**src/rtl/hazard_ctrl.sv**
```systemverilog
// Pipeline sequencer beside EX: load-use stalls, redirect flush/drain and
// saturating event counters for the IF/DEC/RR stage registers.
module hazard_ctrl #(
   parameter int FLUSH_CYCLES     = 2,
   parameter int LOAD_USE_BUBBLES = 1,
   parameter int CNT_W            = 16
) (
   input  logic             clk,
   input  logic             reset,
   input  logic             i_mem_stall,
   input  logic             i_ex_load_new_pc,
   input  logic [31:0]      i_ex_new_pc,
   input  logic [6:0]       i_ex_opcode,
   input  logic [4:0]       i_ex_rd_number,
   input  logic [4:0]       i_rr_rs1_number,
   input  logic [4:0]       i_rr_rs2_number,
   input  logic             i_rr_uses_rs1,
   input  logic             i_rr_uses_rs2,
   output logic             o_hold,
   output logic             o_bubble,
   output logic             o_flush,
   output logic             o_redirect_valid,
   output logic [31:0]      o_redirect_pc,
   output logic [1:0]       o_state,
   output logic [CNT_W-1:0] o_redirect_count,
   output logic [CNT_W-1:0] o_bubble_count
);

   localparam int MAX_CNT = (FLUSH_CYCLES > LOAD_USE_BUBBLES) ? FLUSH_CYCLES : LOAD_USE_BUBBLES;
   localparam int CW      = (MAX_CNT < 2) ? 1 : $clog2(MAX_CNT + 1);
   localparam logic [6:0] OPC_LOAD = 7'b0000011;

   typedef enum logic [1:0] {
      ST_RUN   = 2'd0,
      ST_LDUSE = 2'd1,
      ST_DRAIN = 2'd2
   } state_t;

   state_t           state_q;
   logic [CW-1:0]    cnt_q;
   logic             redirect_valid_q;
   logic [31:0]      redirect_pc_q;
   logic [CNT_W-1:0] redirect_count_q;
   logic [CNT_W-1:0] bubble_count_q;
   logic             hazard;

   assign hazard = (i_ex_opcode == OPC_LOAD) && (i_ex_rd_number != 5'd0) &&
                   ((i_rr_uses_rs1 && (i_rr_rs1_number == i_ex_rd_number)) ||
                    (i_rr_uses_rs2 && (i_rr_rs2_number == i_ex_rd_number)));

   // MEM stall overrides everything; otherwise the state decides the controls.
   always_comb begin
      o_hold   = 1'b0;
      o_bubble = 1'b0;
      o_flush  = 1'b0;
      if (!reset) begin
         if (i_mem_stall) begin
            o_hold = 1'b1;
         end else begin
            case (state_q)
               ST_RUN: begin
                  if (i_ex_load_new_pc) begin
                     o_flush = 1'b1;
                  end else if (hazard) begin
                     o_hold   = 1'b1;
                     o_bubble = 1'b1;
                  end
               end
               ST_LDUSE: begin
                  o_hold   = 1'b1;
                  o_bubble = 1'b1;
               end
               ST_DRAIN: o_bubble = 1'b1;
               default: ;
            endcase
         end
      end
   end

   always_ff @(posedge clk or posedge reset) begin
      if (reset) begin
         state_q          <= ST_RUN;
         cnt_q            <= '0;
         redirect_valid_q <= 1'b0;
         redirect_pc_q    <= '0;
         redirect_count_q <= '0;
         bubble_count_q   <= '0;
      end else begin
         redirect_valid_q <= 1'b0;
         if (!i_mem_stall) begin
            case (state_q)
               ST_RUN: begin
                  if (i_ex_load_new_pc) begin
                     redirect_valid_q <= 1'b1;
                     redirect_pc_q    <= i_ex_new_pc;
                     if (redirect_count_q != '1) redirect_count_q <= redirect_count_q + CNT_W'(1);
                     if (FLUSH_CYCLES > 0) begin
                        state_q <= ST_DRAIN;
                        cnt_q   <= CW'(FLUSH_CYCLES);
                     end
                  end else if (hazard) begin
                     if (bubble_count_q != '1) bubble_count_q <= bubble_count_q + CNT_W'(1);
                     if (LOAD_USE_BUBBLES > 1) begin
                        state_q <= ST_LDUSE;
                        cnt_q   <= CW'(LOAD_USE_BUBBLES - 1);
                     end
                  end
               end
               ST_LDUSE, ST_DRAIN: begin
                  if (bubble_count_q != '1) bubble_count_q <= bubble_count_q + CNT_W'(1);
                  cnt_q <= cnt_q - CW'(1);
                  if (cnt_q == CW'(1)) state_q <= ST_RUN;
               end
               default: state_q <= ST_RUN;
            endcase
         end
      end
   end

   assign o_redirect_valid = redirect_valid_q;
   assign o_redirect_pc    = redirect_pc_q;
   assign o_state          = state_q;
   assign o_redirect_count = redirect_count_q;
   assign o_bubble_count   = bubble_count_q;

endmodule

```
**config.mk**
```make
export PLATFORM = sky130hd
export DESIGN_NAME = hazard_ctrl
export DESIGN_NICKNAME = d
export VERILOG_FILES = /design/src/rtl/hazard_ctrl.sv
export SDC_FILE = /design/constraint.sdc
export NUM_CORES = 1
export LEC_CHECK = 0
export CORE_AREA = 2 2 97 99
export CTS_CLUSTER_DIAMETER = 50
export DETAILED_ROUTE_END_ITERATION = 7
export DIE_AREA = 0 0 99 101
export GPL_TIMING_DRIVEN = 1
export HOLD_SLACK_MARGIN = 0.1
export PLACE_DENSITY = 0.79
export SYNTH_ARGS = -nofsm -noshare
export SYNTH_HDL_FRONTEND = slang
export SYNTH_SLANG_ARGS = --single-unit
```
**constraint.sdc**
```tcl
create_clock -name clk -period 2.6 [get_ports clk]
set_input_delay 0.52 -clock clk [delete_from_list [all_inputs] [get_ports clk]]
set_output_delay 0.52 -clock clk [all_outputs]
set_load 0.05 [all_outputs]
```
-- After elaboration in Yosys (flattened, before gate mapping)
Cells that the tools add are included.
- bitwise logic cells: 1
- add/subtract/negate cells: 3
- multiplexer cells: 20
- reductions and logical operators: 14
- equal/unequal tests: 12
- operators with widths (cell ; number):
    $mux 16 ; 3
    $add 16x1->16 const B ; 2
    $ne 16x16->1 const B ; 2
    $pmux 16 s2 ; 1
    $eq 5x5->1 ; 2
    $mux 1 ; 10
    $reduce_and 3->1 ; 3
    $pmux 2 s2 ; 2
    $reduce_and 4->1 ; 2
    $eq 7x2->1 const B ; 1
    $ne 2x2->1 const B ; 3
    $reduce_bool 5->1 ; 1
    $eq 2x1->1 const B ; 2
    $logic_and 1x1->1 ; 4
    $mux 2 ; 2
    $pmux 1 s2 ; 2
    $eq 2x2->1 const B ; 1
    $logic_not 2->1 ; 1
    $ne 2x1->1 const B ; 1
    $reduce_bool 2->1 ; 1
    $reduce_or 2->1 ; 1
    $sub 2x1->2 const B ; 1
    $logic_or 1x1->1 ; 1
    $not 1->1 ; 1
- output and inout bits: 70
- word-level logic and storage cells: 56
- bits of input ports: 60
- bits in registers: 69

-- Longest topological paths before layout
Gate-level depths: netlist of run 1.
- depth in word-level cells: 9
- gate-level depth with buffers: 7
- depth with buffers taken out: 7

-- Worst setup path before layout of run 1
OpenSTA, ideal clock, no wires.
- kind: input port to output port
- from: in reset
- to: out o_flush
- arrival time: 2.540 ns
- stages on the path: 2
- path buffers: 0
- setup slack: -0.460 ns
- data required time: 2.080 ns
- cells stage by stage: inv_1 > and2_1
- word-level cells in the longest chain between the ends: 1
- RTL lines (item ; RTL line ; source):
    from (decl) ; 9 ; input logic reset,
    $mux 1 ; 56 ; if (!reset) begin
    to (decl) ; 21 ; output logic o_flush,
Every way passes these cells.

-- Worst setup path in the final report of run 1
- from: in i_ex_opcode[0]
- to: out o_bubble
- word-level cells in the longest chain between the ends: 8
- RTL lines (item ; RTL line ; source):
    from (decl) ; 13 ; input logic [6:0] i_ex_opcode,
    $eq 7x2->1 ; 47 ; assign hazard = (i_ex_opcode == OPC_LOAD) && (i_ex_rd_number != 5'd0) &&
    $logic_and 1x1->1 (2 in a row) ; 47 ;
    $mux 1 ; 64 ; end else if (hazard) begin
    $mux 1 ; 62 ; if (i_ex_load_new_pc) begin
    $pmux 1 s2 ; 60 ; case (state_q)
    $mux 1 ; 57 ; if (i_mem_stall) begin
    $mux 1 ; 56 ;
    to (decl) ; 20 ; output logic o_bubble,
Every way passes these cells.

==> flow_summary.rst, run 1 <==
.. list-table::
   :header-rows: 1

   * - Metric
     - Value
   * - Vias/cell
     - 4.827
   * - Cell type with the highest aggregate area in the netlist
     - dfrtp_1
   * - Flops & latches, synth
     - 68
   * - Area of combinational cells with multiple inputs
     - 1338 sq um
   * - Area Growth Syn to Fin
     - 55.99%
   * - Maximum fanout count along the critical path
     - 2
   * - Arrival time at the worst endpoint
     - 1.94 ns
   * - Final Hold Vio Count
     - 0
   * - Floorplan core area
     - 8977 sq um
   * - Pwr Total
     - 5.288 mW
   * - Detail Placement HPWL
     - 5347 um
   * - Fraction of final layout cells with drive strength greater than 1
     - 18.61%
   * - Ranking of synthesized cells by area
     - dfrtp_1 55%, mux2_2 12%, xor2_1 6.8%
   * - Synthesized netlist net count
     - 318
   * - Proportion of netlist area held by the largest area contributor
     - 55.37%
   * - Wire length of the first global-routing pass
     - 11470 um
   * - Biggest cell delay along the critical path
     - 0.45 ns
   * - # placed instances
     - 496
   * - Portion of total power attributed to sequential cells
     - 31.7%
   * - Die width
     - 99 um
   * - Sequential fraction of the synthesis area
     - 55.37%
   * - Total gr overflow
     - 0
   * - RSZ-0062 raised after global routing
     - false
   * - Minimum clock period after layout
     - 2.462 ns
   * - Ratio of total power to cell area
     - 1103 nW/um^2
   * - Worst endpoint required time
     - 2.08 ns
   * - Summed negative setup slack over all endpoints
     - 0 ns
   * - Final weighted congestion in routability-driven placement
     - 0.8072
   * - Die outline area
     - 9999 sq um
   * - Clock Sink Count
     - 68
   * - Total number of H-tree levels
     - 3
   * - Crit-path cells
     - clkdlybuf4s50_1 > nor4bb_1 > o211ai_1 > inv_1 > a21oi_2 > nor3_2 > buf_6
   * - Final cycle utilization of the critical path
     - 94.70%
   * - CTS tree
     - yes
   * - Max-capacitance violation count
     - 0
   * - Worst slack at placement
     - -0.09756 ns
   * - Number of slew-limit violations in the final report
     - 0
   * - Initial Utilization
     - 34.23%
   * - Max clock buf depth
     - 2
   * - Clock slew at reported path FFs
     - 0.06 ns
   * - Number of enable-type register cells in the synthesized netlist
     - 0
   * - Height of the die
     - 101 um
   * - Crit path max-delay family
     - buffers and inverters
   * - Worst voltage drop across the vdd grid
     - 588.7 uV
   * - Fin nets
     - 461
   * - Static leakage power
     - 2.071 nW
   * - Number of global-route vias before repair
     - 2423
   * - Post-DRT Antenna Nets
     - 0
   * - Primary flip-flop cell chosen by synthesis mapping
     - dfrtp_1
   * - Cell with the largest stage delay on the worst path
     - clkdlybuf4s50_1
   * - Top-level I/O count
     - 130
   * - Avg WL per Cell
     - 13.90 um
   * - Synth warnings
     - 0
   * - Count of placed standard cells in the final layout, fillers left out
     - 514
   * - DRC Markers
     - 0
   * - Total number of vias
     - 2481
   * - Maximum operating frequency
     - 406.1 MHz
   * - Maximum number of pins on one net before global-route repair
     - 69
   * - Site row count
     - 35
   * - Share of synthesized flip-flops with an asynchronous set or reset
     - 100.0%
   * - Transition time at the pin with the least slew margin
     - 0.8370 ns
   * - Mapped cell area
     - 3073 sq um
   * - Buffers & Inverters on Critical Path
     - 3
   * - Antenna Diode Count
     - 0
   * - Crit Path Class
     - in -> out
   * - Clock latency on the worst-skew pair
     - 0.33 ns
   * - Cell-internal power
     - 2.938 mW
   * - Post-synthesis average cell area
     - 12.05 sq um
   * - HP Class
     - reg -> reg
   * - Worst Setup Slack, final
     - 0.1377 ns
   * - Fillers
     - 775
   * - End-of-flow core utilization
     - 53.39%
   * - Routed wire length
     - 7143 um
   * - DRT iter0 DRCs
     - 54
   * - Relative contribution of the clock network to total power
     - 16.6%
   * - Kind of end point of the critical path
     - output pin
   * - Antenna violations before repair
     - 0
   * - Hold buffer count at CTS
     - 0
   * - Overall track demand over capacity in global routing
     - 14.29%
   * - Clock tree skew after final layout
     - 0.01035 ns
   * - Count of TritonRoute iterations in the first routing pass
     - 4
   * - Net switching share of the total power
     - 44.44%
   * - Root Buffer Master
     - clkbuf_8
   * - Synth unique cells
     - 41
   * - Number of port buffers
     - 128
   * - Cells after Synth
     - 255
   * - Switching power total
     - 2.350 mW
   * - Number of setup violations in the final report
     - 0
   * - Critical Path Source Type
     - input port
   * - Share of power burned in combinational logic
     - 51.7%
   * - Result of the run
     - finished, final reports clean
   * - Combined flip-flop and latch cell area
     - 1702 sq um
   * - Relative slew margins
     - 44.20%
   * - Number of CTS-inserted buffers
     - 9
## worst register-to-register path, cell delays in order (launching register included)
cell	delay (ns)
dfrtp_1	0.47
ha_1	0.25
nand2_1	0.06
or3_1	0.15
nor2_1	0.11
or4b_2	0.64
nor3_1	0.18
xor2_1	0.16
## flip-flops by register name, summed over array words and instances, names as in the netlist
register          count
o_bubble_count       16
o_redirect_count     16
o_state               1
o_redirect_valid      1
o_redirect_pc        32
cnt_q                 2
## logic make-up (layout without fill, tap and decap cells)
group / Yosys count / after routing / share of synthesized area [%]
DFF: 68 / 68 / 55.37
buffers and inverters: 13 / 161 / 1.873
AOI/OAI and AO/OA: 16 / 16 / 3.787
adders and majority gates: 3 / 3 / 1.222
xor gates and xnor gates: 37 / 37 / 10.55
muxes: 34 / 34 / 12.58
and+or+nand+nor: 83 / 83 / 14.50
other: 1 / 1 / 0.1220
## power by group through the flow
stage | Clock [mW] | Sequential [mW] | Combinational (mW)
2_1_floorplan | 0 | 2.87 | 0.561
3_3_place_gp | 0 | 1.68 | 2.69
3_5_place_dp | 0 | 1.70 | 2.73
4_1_cts | 0.916 | 1.68 | 2.75
5_1_grt | 0.957 | 1.73 | 2.85
6_report | 0.878 | 1.68 | 2.73
## per-stage QoR
step                instance area (sq um)  hold WS (ns)
detailed placement                   4552        0.4772
CTS                                  4767        0.4924
finish                               4793        0.4901
global route                         4793        0.5043
floorplan                            3082        0.4575
global placement                     4552        0.4714
## layer usage
metal / global-route usage (%) / part of all wire, % / vias to the layer above
met4: 6.006 / 1.5 / 0
met3: 4.092 / 7.8 / 9
li1: - / - / 1186
met5: 0 / 0 / -
met2: 23.28 / 50 / 94
met1: 17.84 / 41 / 1192
## cells in the final DEF (no fill, tap or decap), types with 2 or more instances in the layout
cell type,instances
dlymetal6s2s_1,2
and4_1,2
or4_1,3
xor2_1,24
ha_1,3
mux2_2,33
nand2_1,19
clkinvlp_4,2
a31oi_1,2
o21ai_0,3
a21oi_1,2
nor3_1,8
clkinv_2,2
dfrtp_1,68
inv_1,3
buf_4,13
clkdlybuf4s50_1,121
xnor2_1,12
buf_6,2
dlygate4sd2_1,2
nand3_1,8
nor2_1,14
nand4_1,9
clkbuf_8,11
nand2b_1,2
nor4_1,8
## cells in the mapped netlist (2+ instances only)
| cell | number |
|---|---|
| a21oi_1 | 2 |
| a31oi_1 | 2 |
| and4_1 | 2 |
| buf_2 | 4 |
| clkbuf_1 | 3 |
| dfrtp_1 | 68 |
| ha_1 | 3 |
| inv_1 | 4 |
| mux2_2 | 33 |
| nand2_1 | 19 |
| nand2b_1 | 2 |
| nand3_1 | 8 |
| nand4_1 | 9 |
| nor2_1 | 14 |
| nor3_1 | 9 |
| nor3b_1 | 2 |
| nor4_1 | 8 |
| o21ai_0 | 3 |
| or4_1 | 3 |
| xnor2_1 | 13 |
| xor2_1 | 24 |
## area by class of cell
type / instances / area share (%)
Sequential cell: 68 / 35.50
Timing Repair Buffer: 141 / 29.08
Multi-Input combinational cell: 174 / 27.90
Clock buffer: 12 / 3.237
Tap cell: 111 / 2.897
Clock inverter: 4 / 0.9919
Inverter: 4 / 0.3915
## final timing paths
kind / startpoint / depth (start not counted) / end / slack (ns)
setup / recovery: i_ex_opcode[0] / 7 / o_bubble / 0.14
hold / removal: cnt_q[1] / 1 / cnt_q[1] / 0.49
min in group asynchronous: reset / 3 / o_redirect_pc[2] / 0.94
max in group asynchronous: reset / 3 / o_redirect_pc[24] / 1.11
hold reg to reg: cnt_q[1] / 1 / cnt_q[1] / 0.49
setup reg to reg: o_bubble_count[0] / 7 / o_bubble_count[5] / 0.51
## timing repair
action	in CTS	in global routing
gates resized for setup	4	4
pin swaps	2	1
setup endpoints to repair	2	2
endpoints found under the hold margin	0	0
buffers inserted	1	1
Note: power is estimated with default switching activity, not from simulation.
==> run 2, diff against run 1 <==
- CTS_BUF_LIST: unset -> sky130_fd_sc_hd__clkbuf_16
==> run 2 against run 1 <==
Sequential share of layout area down 0.59 points. Utilization grew 0.91 points. Cell count is the same. Register-to-register slack barely moved. Critical path depth unchanged. Die area stayed put. Wire length grew 1.5%. Non-clock buffer count stayed put. Critical path type unchanged. Critical endpoint unchanged. Largest power group unchanged.
==> flow_summary.rst, run 2 (same netlist as run 1, synthesis figures left out) <==
.. list-table::
   :header-rows: 1

   * - Metric
     - Value
   * - Maximum operating frequency
     - 406.6 MHz
   * - Fillers
     - 768
   * - Routed wire length
     - 7250 um
   * - Crit Path Class
     - in -> out
   * - Post-DRT Antenna Nets
     - 0
   * - Number of port buffers
     - 128
   * - Maximum number of pins on one net before global-route repair
     - 69
   * - CP endpoint
     - o_bubble
   * - # placed instances
     - 496
   * - Kind of end point of the critical path
     - output pin
   * - Crit path max-delay family
     - buffers and inverters
   * - RSZ-0062 raised after global routing
     - false
   * - Fraction of final layout cells with drive strength greater than 1
     - 18.11%
   * - Final Instance Area
     - 4875 sq um
   * - Antenna Diode Count
     - 0
   * - Cell with the largest stage delay on the worst path
     - clkdlybuf4s50_1
   * - Die outline area
     - 9999 sq um
   * - Area of combinational cells with multiple inputs
     - 1338 sq um
   * - Critical Path Source
     - i_ex_opcode[0]
   * - Worst voltage drop across the vdd grid
     - 577.2 uV
   * - Height of the die
     - 101 um
   * - Leading cell type in the layout, fill and taps excluded
     - clkdlybuf4s50_1
   * - Max-capacitance violation count
     - 0
   * - Buffers & Inverters on Critical Path
     - 3
   * - Clock Sink Count
     - 68
   * - Ratio of total power to cell area
     - 1143 nW/um^2
   * - Relative slew margins
     - 43.49%
   * - Wire length of the first global-routing pass
     - 11610 um
   * - Area Growth Syn to Fin
     - 58.63%
   * - Worst endpoint required time
     - 2.08 ns
   * - Top library cells by usage in the layout, fill and taps aside
     - 121 x clkdlybuf4s50_1, 68 x dfrtp_1, 33 x mux2_2, 24 x xor2_1, 19 x nand2_1
   * - Final Hold Vio Count
     - 0
   * - Avg WL per Cell
     - 14.11 um
   * - End of the worst register-to-register path
     - o_bubble_count[5]
   * - Met3 track demand over resource
     - 4.092%
   * - R2r setup slk
     - 0.51 ns
   * - Clock tree skew after final layout
     - 0.006552 ns
   * - Maximum fanout count along the critical path
     - 2
   * - Count of TritonRoute iterations in the first routing pass
     - 4
   * - Met1 global-route usage
     - 18.11%
   * - Floorplan core area
     - 8977 sq um
   * - Busiest metal layer after global routing
     - met2
   * - Arrival time at the worst endpoint
     - 1.94 ns
   * - Die width
     - 99 um
   * - Root Buffer Master
     - clkbuf_16
   * - Vias/cell
     - 4.827
   * - Biggest cell delay along the critical path
     - 0.45 ns
   * - Final weighted congestion in routability-driven placement
     - 0.8072
   * - Total gr overflow
     - 0
   * - Crit-path cells
     - clkdlybuf4s50_1 > nor4bb_1 > o211ai_1 > inv_1 > a21oi_2 > nor3_2 > buf_6
   * - Minimum clock period after layout
     - 2.460 ns
   * - Total number of H-tree levels
     - 3
   * - Antenna violations before repair
     - 0
   * - Crit path depth
     - 7
   * - Clock latency on the worst-skew pair
     - 0.32 ns
   * - Critical Path Source Type
     - input port
   * - Count of placed standard cells in the final layout, fillers left out
     - 514
   * - Combined flip-flop and latch cell area
     - 1702 sq um
   * - Site row count
     - 35
   * - Static leakage power
     - 2.111 nW
   * - Number of global-route vias before repair
     - 2427
   * - DRT iter0 DRCs
     - 50
   * - Met2 routing resource usage after global routing
     - 23.75%
   * - R2r startpoint
     - o_bubble_count[0]
   * - Result of the run
     - finished, final reports clean
   * - Total placed instance area
     - 4552 sq um
   * - Fin nets
     - 461
   * - Number of slew-limit violations in the final report
     - 0
   * - Transition time at the pin with the least slew margin
     - 0.8476 ns
   * - Final cycle utilization of the critical path
     - 94.60%
   * - CTS tree
     - yes
   * - DRC Markers
     - 0
   * - Number of CTS-inserted buffers
     - 9
   * - Clock slew at reported path FFs
     - 0.05 ns
   * - Top-level I/O count
     - 130
   * - Initial Utilization
     - 34.23%
   * - Flip-flop count of the largest register after layout
     - 32
   * - Worst Reg2Reg Path Length in Cells
     - 7
   * - Overall track demand over capacity in global routing
     - 14.43%
   * - Max clock buf depth
     - 2
   * - Detail Placement HPWL
     - 5347 um
   * - HP Class
     - reg -> reg
   * - Total number of vias
     - 2481
   * - Number of setup violations in the final report
     - 0
==> run 2: cell types whose count changed in the layout (fill, tap and decap cells not counted) <==
cell / change
clkbuf_16: +9
clkinv_1: +2
inv_1: +1
clkbuf_8: -11
clkbuf_1: -1
==> run 2: worst min-delay path by stage <==
stage | startpoint | endpoint | cells past startpoint
after CTS | cnt_q[1] | cnt_q[1] | 1
after floorplan | cnt_q[0] | cnt_q[0] | 1
after global placement | cnt_q[1] | cnt_q[1] | 1
after global routing | cnt_q[1] | cnt_q[1] | 1
after detailed placement | cnt_q[1] | cnt_q[1] | 1
final | cnt_q[1] | cnt_q[1] | 1
==> run 2: what timing repair did <==
action	CTS	global route
hold buffers	0	0
setup buffers	1	1
pin swaps	2	1
setup endpoints to repair	2	2
gates resized for setup	4	4
==> run 2: power by group <==
group	switching (mW)	internal, mW	total [mW]
registers	0.261	1.42	1.68
clock network	0.427	0.728	1.16
logic	1.71	1.03	2.74
==> run 2: metrics by stage <==
stage               power, mW  hold WS [ns]  worst slack, ns  utilization (%)  setup TNS, ns
finish                  5.572        0.4873           0.1404            54.30              0
floorplan               3.436        0.4575          0.01206                -              0
global placement        4.369        0.4714         -0.07674            50.70        -0.1941
CTS                     5.623        0.4891          0.01717            54.01              0
detailed placement      4.428        0.4772         -0.09756            50.70        -0.3195
global route            5.825        0.5003          0.04851            54.30              0
==> run 2: per-layer routing <==
| layer | wire, um | share of wire [%] |
|---|---|---|
| met3 | 568 | 7.8 |
| met4 | 103 | 1.4 |
| met5 | 0 | 0 |
| met2 | 3641 | 50 |
| met1 | 2936 | 40 |
==> run 2: layout make-up <==
class / instances / area share (%)
well taps: 111 / 2.849
inverters: 4 / 0.3850
flip-flops and latches: 68 / 34.91
clock inverters: 7 / 1.206
clock buffers: 9 / 4.620
multi-input cells: 174 / 27.44
repair buffers: 141 / 28.59
==> run 3, diff against run 2 <==
- REMOVE_ABC_BUFFERS: unset -> 1
==> run 3 against run 2 <==
Clock skew hardly changed. Clock-buffer cell count stayed put. Non-clock buffer count is 1 lower. Largest cell class unchanged. Sequential share of layout area is 0.090 points higher. Global-route usage is 0.52 points higher. Combinational power hardly changed.
==> flow_summary.rst, run 3 (same netlist as run 1, synthesis figures left out) <==
.. list-table::
   :header-rows: 1

   * - Metric
     - Value
   * - Result of the run
     - finished, final reports clean
   * - End of the worst register-to-register path
     - o_bubble_count[5]
   * - Flip-flop count of the largest register after layout
     - 32
   * - Maximum number of pins on one net before global-route repair
     - 69
   * - Leading cell type in the layout, fill and taps excluded
     - clkdlybuf4s50_1
   * - Static leakage power
     - 2.105 nW
   * - DRC Markers
     - 0
   * - Height of the die
     - 101 um
   * - Cell-internal power
     - 3.167 mW
   * - Relative contribution of the clock network to total power
     - 20.7%
   * - Hold Path Cell Cnt
     - 1
   * - Summed negative setup slack over all endpoints
     - 0 ns
   * - Fin nets
     - 460
   * - Portion of total power attributed to sequential cells
     - 30.4%
   * - Crit-path cells
     - clkdlybuf4s50_1 > xnor2_1 > nand4_1 > o22ai_2 > a21oi_2 > nor3_2 > buf_6
   * - Ratio of total power to cell area
     - 1146 nW/um^2
   * - Routed met2 length
     - 3672 um
   * - Antenna violations before repair
     - 0
   * - Relative slew margins
     - 42.62%
   * - Max clock buf depth
     - 2
   * - Cell with the largest stage delay on the worst path
     - clkdlybuf4s50_1
   * - Floorplan core area
     - 8977 sq um
   * - Switching power total
     - 2.405 mW
   * - Worst hold endpoint
     - o_bubble_count[14]
   * - Buffers & Inverters on Critical Path
     - 2
   * - Count of TritonRoute iterations in the first routing pass
     - 4
   * - Fraction of final layout cells with drive strength greater than 1
     - 17.91%
   * - Crit Path Class
     - in -> out
   * - Maximum operating frequency
     - 392.9 MHz
   * - Wire length of the first global-routing pass
     - 11900 um
   * - Minimum clock period after layout
     - 2.545 ns
   * - Initial Utilization
     - 34.23%
   * - Top-level I/O count
     - 130
   * - Worst voltage drop across the vdd grid
     - 516.5 uV
   * - DRT iter0 DRCs
     - 55
   * - Post-DRT Antenna Nets
     - 0
   * - Number of setup violations in the final report
     - 0
   * - Clock Sink Count
     - 68
   * - Final cycle utilization of the critical path
     - 97.88%
   * - Number of global-route vias before repair
     - 2494
   * - Share of power burned in combinational logic
     - 48.9%
   * - End-of-flow core utilization
     - 54.16%
   * - Arrival time at the worst endpoint
     - 2.02 ns
   * - Die outline area
     - 9999 sq um
   * - Kind of end point of the critical path
     - output pin
   * - Max-capacitance violation count
     - 0
   * - Clock latency on the worst-skew pair
     - 0.32 ns
   * - Routed wire length
     - 7391 um
   * - Net switching share of the total power
     - 43.16%
   * - Die width
     - 99 um
   * - HP Class
     - reg -> reg
   * - Total number of vias
     - 2551
   * - Antenna Diode Count
     - 0
   * - Maximum fanout count along the critical path
     - 3
   * - Final Hold Vio Count
     - 0
   * - Origin of the worst min-delay path
     - o_bubble_count[14]
   * - Total gr overflow
     - 0
   * - Site row count
     - 35
   * - CTS tree
     - yes
   * - Transition time at the pin with the least slew margin
     - 0.8606 ns
   * - Clock tree skew after final layout
     - 0.006514 ns
   * - Area Growth Syn to Fin
     - 58.22%
   * - Final weighted congestion in routability-driven placement
     - 0.7813
   * - Worst Reg2Reg Path Length in Cells
     - 7
   * - Detail Placement HPWL
     - 5352 um
   * - R2r startpoint
     - o_bubble_count[0]
   * - Crit path max-delay family
     - buffers and inverters
   * - Uppermost layer routed
     - met4
   * - Overall track demand over capacity in global routing
     - 14.95%
   * - R2r setup slk
     - 0.50 ns
   * - Number of CTS-inserted buffers
     - 9
   * - Vias/cell
     - 4.973
   * - Number of port buffers
     - 128
   * - Critical Path Source Type
     - input port
   * - Root Buffer Master
     - clkbuf_16
   * - Biggest cell delay along the critical path
     - 0.54 ns
   * - Pwr Total
     - 5.572 mW
   * - Total number of H-tree levels
     - 3
   * - Avg WL per Cell
     - 14.41 um
   * - Worst endpoint required time
     - 2.08 ns
   * - Met1 Wirelength
     - 3004 um
   * - Top library cells by usage in the layout, fill and taps aside
     - 121 x clkdlybuf4s50_1, 68 x dfrtp_1, 33 x mux2_2, 24 x xor2_1, 19 x nand2_1
   * - Number of slew-limit violations in the final report
     - 0
   * - Clock slew at reported path FFs
     - 0.06 ns
   * - Routed wl met3
     - 569 um
[run 3: power groups by stage]
stage,Clock [mW],Sequential [mW],Combinational [mW]
finish,1.15,1.70,2.72
global placement,0,1.68,2.69
CTS,1.19,1.70,2.74
global route,1.24,1.76,2.84
floorplan,0,2.87,0.550
detailed placement,0,1.71,2.73
[run 3: layer usage]
layer | global-route usage (%) | vias to the layer above
li1 | - | 1187
met1 | 17.94 | 1247
met2 | 24.58 | 101
met3 | 4.924 | 16
met4 | 6.533 | 0
met5 | 0 | -
[run 3: worst max path at each step]
stage                            startpoint                end  slack [ns]  depth (start not counted)
after detailed placement  i_ex_rd_number[1]  o_bubble_count[1]       -0.09                          9
after global routing      i_ex_rd_number[0]           o_bubble       -0.04                          7
final                     i_ex_rd_number[0]           o_bubble        0.06                          7
after floorplan                  o_state[1]            o_flush       -2.09                          2
after CTS                 i_ex_rd_number[3]           o_bubble        0.01                          7
after global placement    i_ex_rd_number[1]             o_hold       -0.05                          7
[run 3: timing repair]
item,4_1_cts,5_1_grt
endpoints found under the setup margin,2,2
cloned,0,0
pin swaps,2,4
resized for setup,5,4
setup buffers,1,0
hold buffers,0,0
[run 3: worst register-to-register path, delay by kind of cell (launching register included)]
| family | cells | cell delay (ns) |
|---|---|---|
| XOR/XNOR | 1 | 0.16 |
| adder cells (fa/ha/maj) | 1 | 0.25 |
| flip-flops | 1 | 0.47 |
| AND/OR/NAND/NOR | 5 | 1.15 |
[run 3: area by class of cell]
cell class                 instances  area, sq um
tap                              111        138.9
sequential                        68         1702
clock buffer                       9        225.2
clock inverter                     7        58.81
fill                             804         4115
multi-input combinational        174         1336
inverter                           4        15.01
timing repair buffer             140         1386
[run 3: through the flow]
stage	hold slack [ns]	instance area, sq um	instances	setup WS, ns
floorplan	0.4574	3030	246	-2.089
global placement	0.4715	4543	496	-0.05315
detailed placement	0.4807	4543	496	-0.09076
CTS	0.4926	4848	513	0.01076
global route	0.5173	4862	513	-0.03879
finish	0.4880	4862	513	0.05507
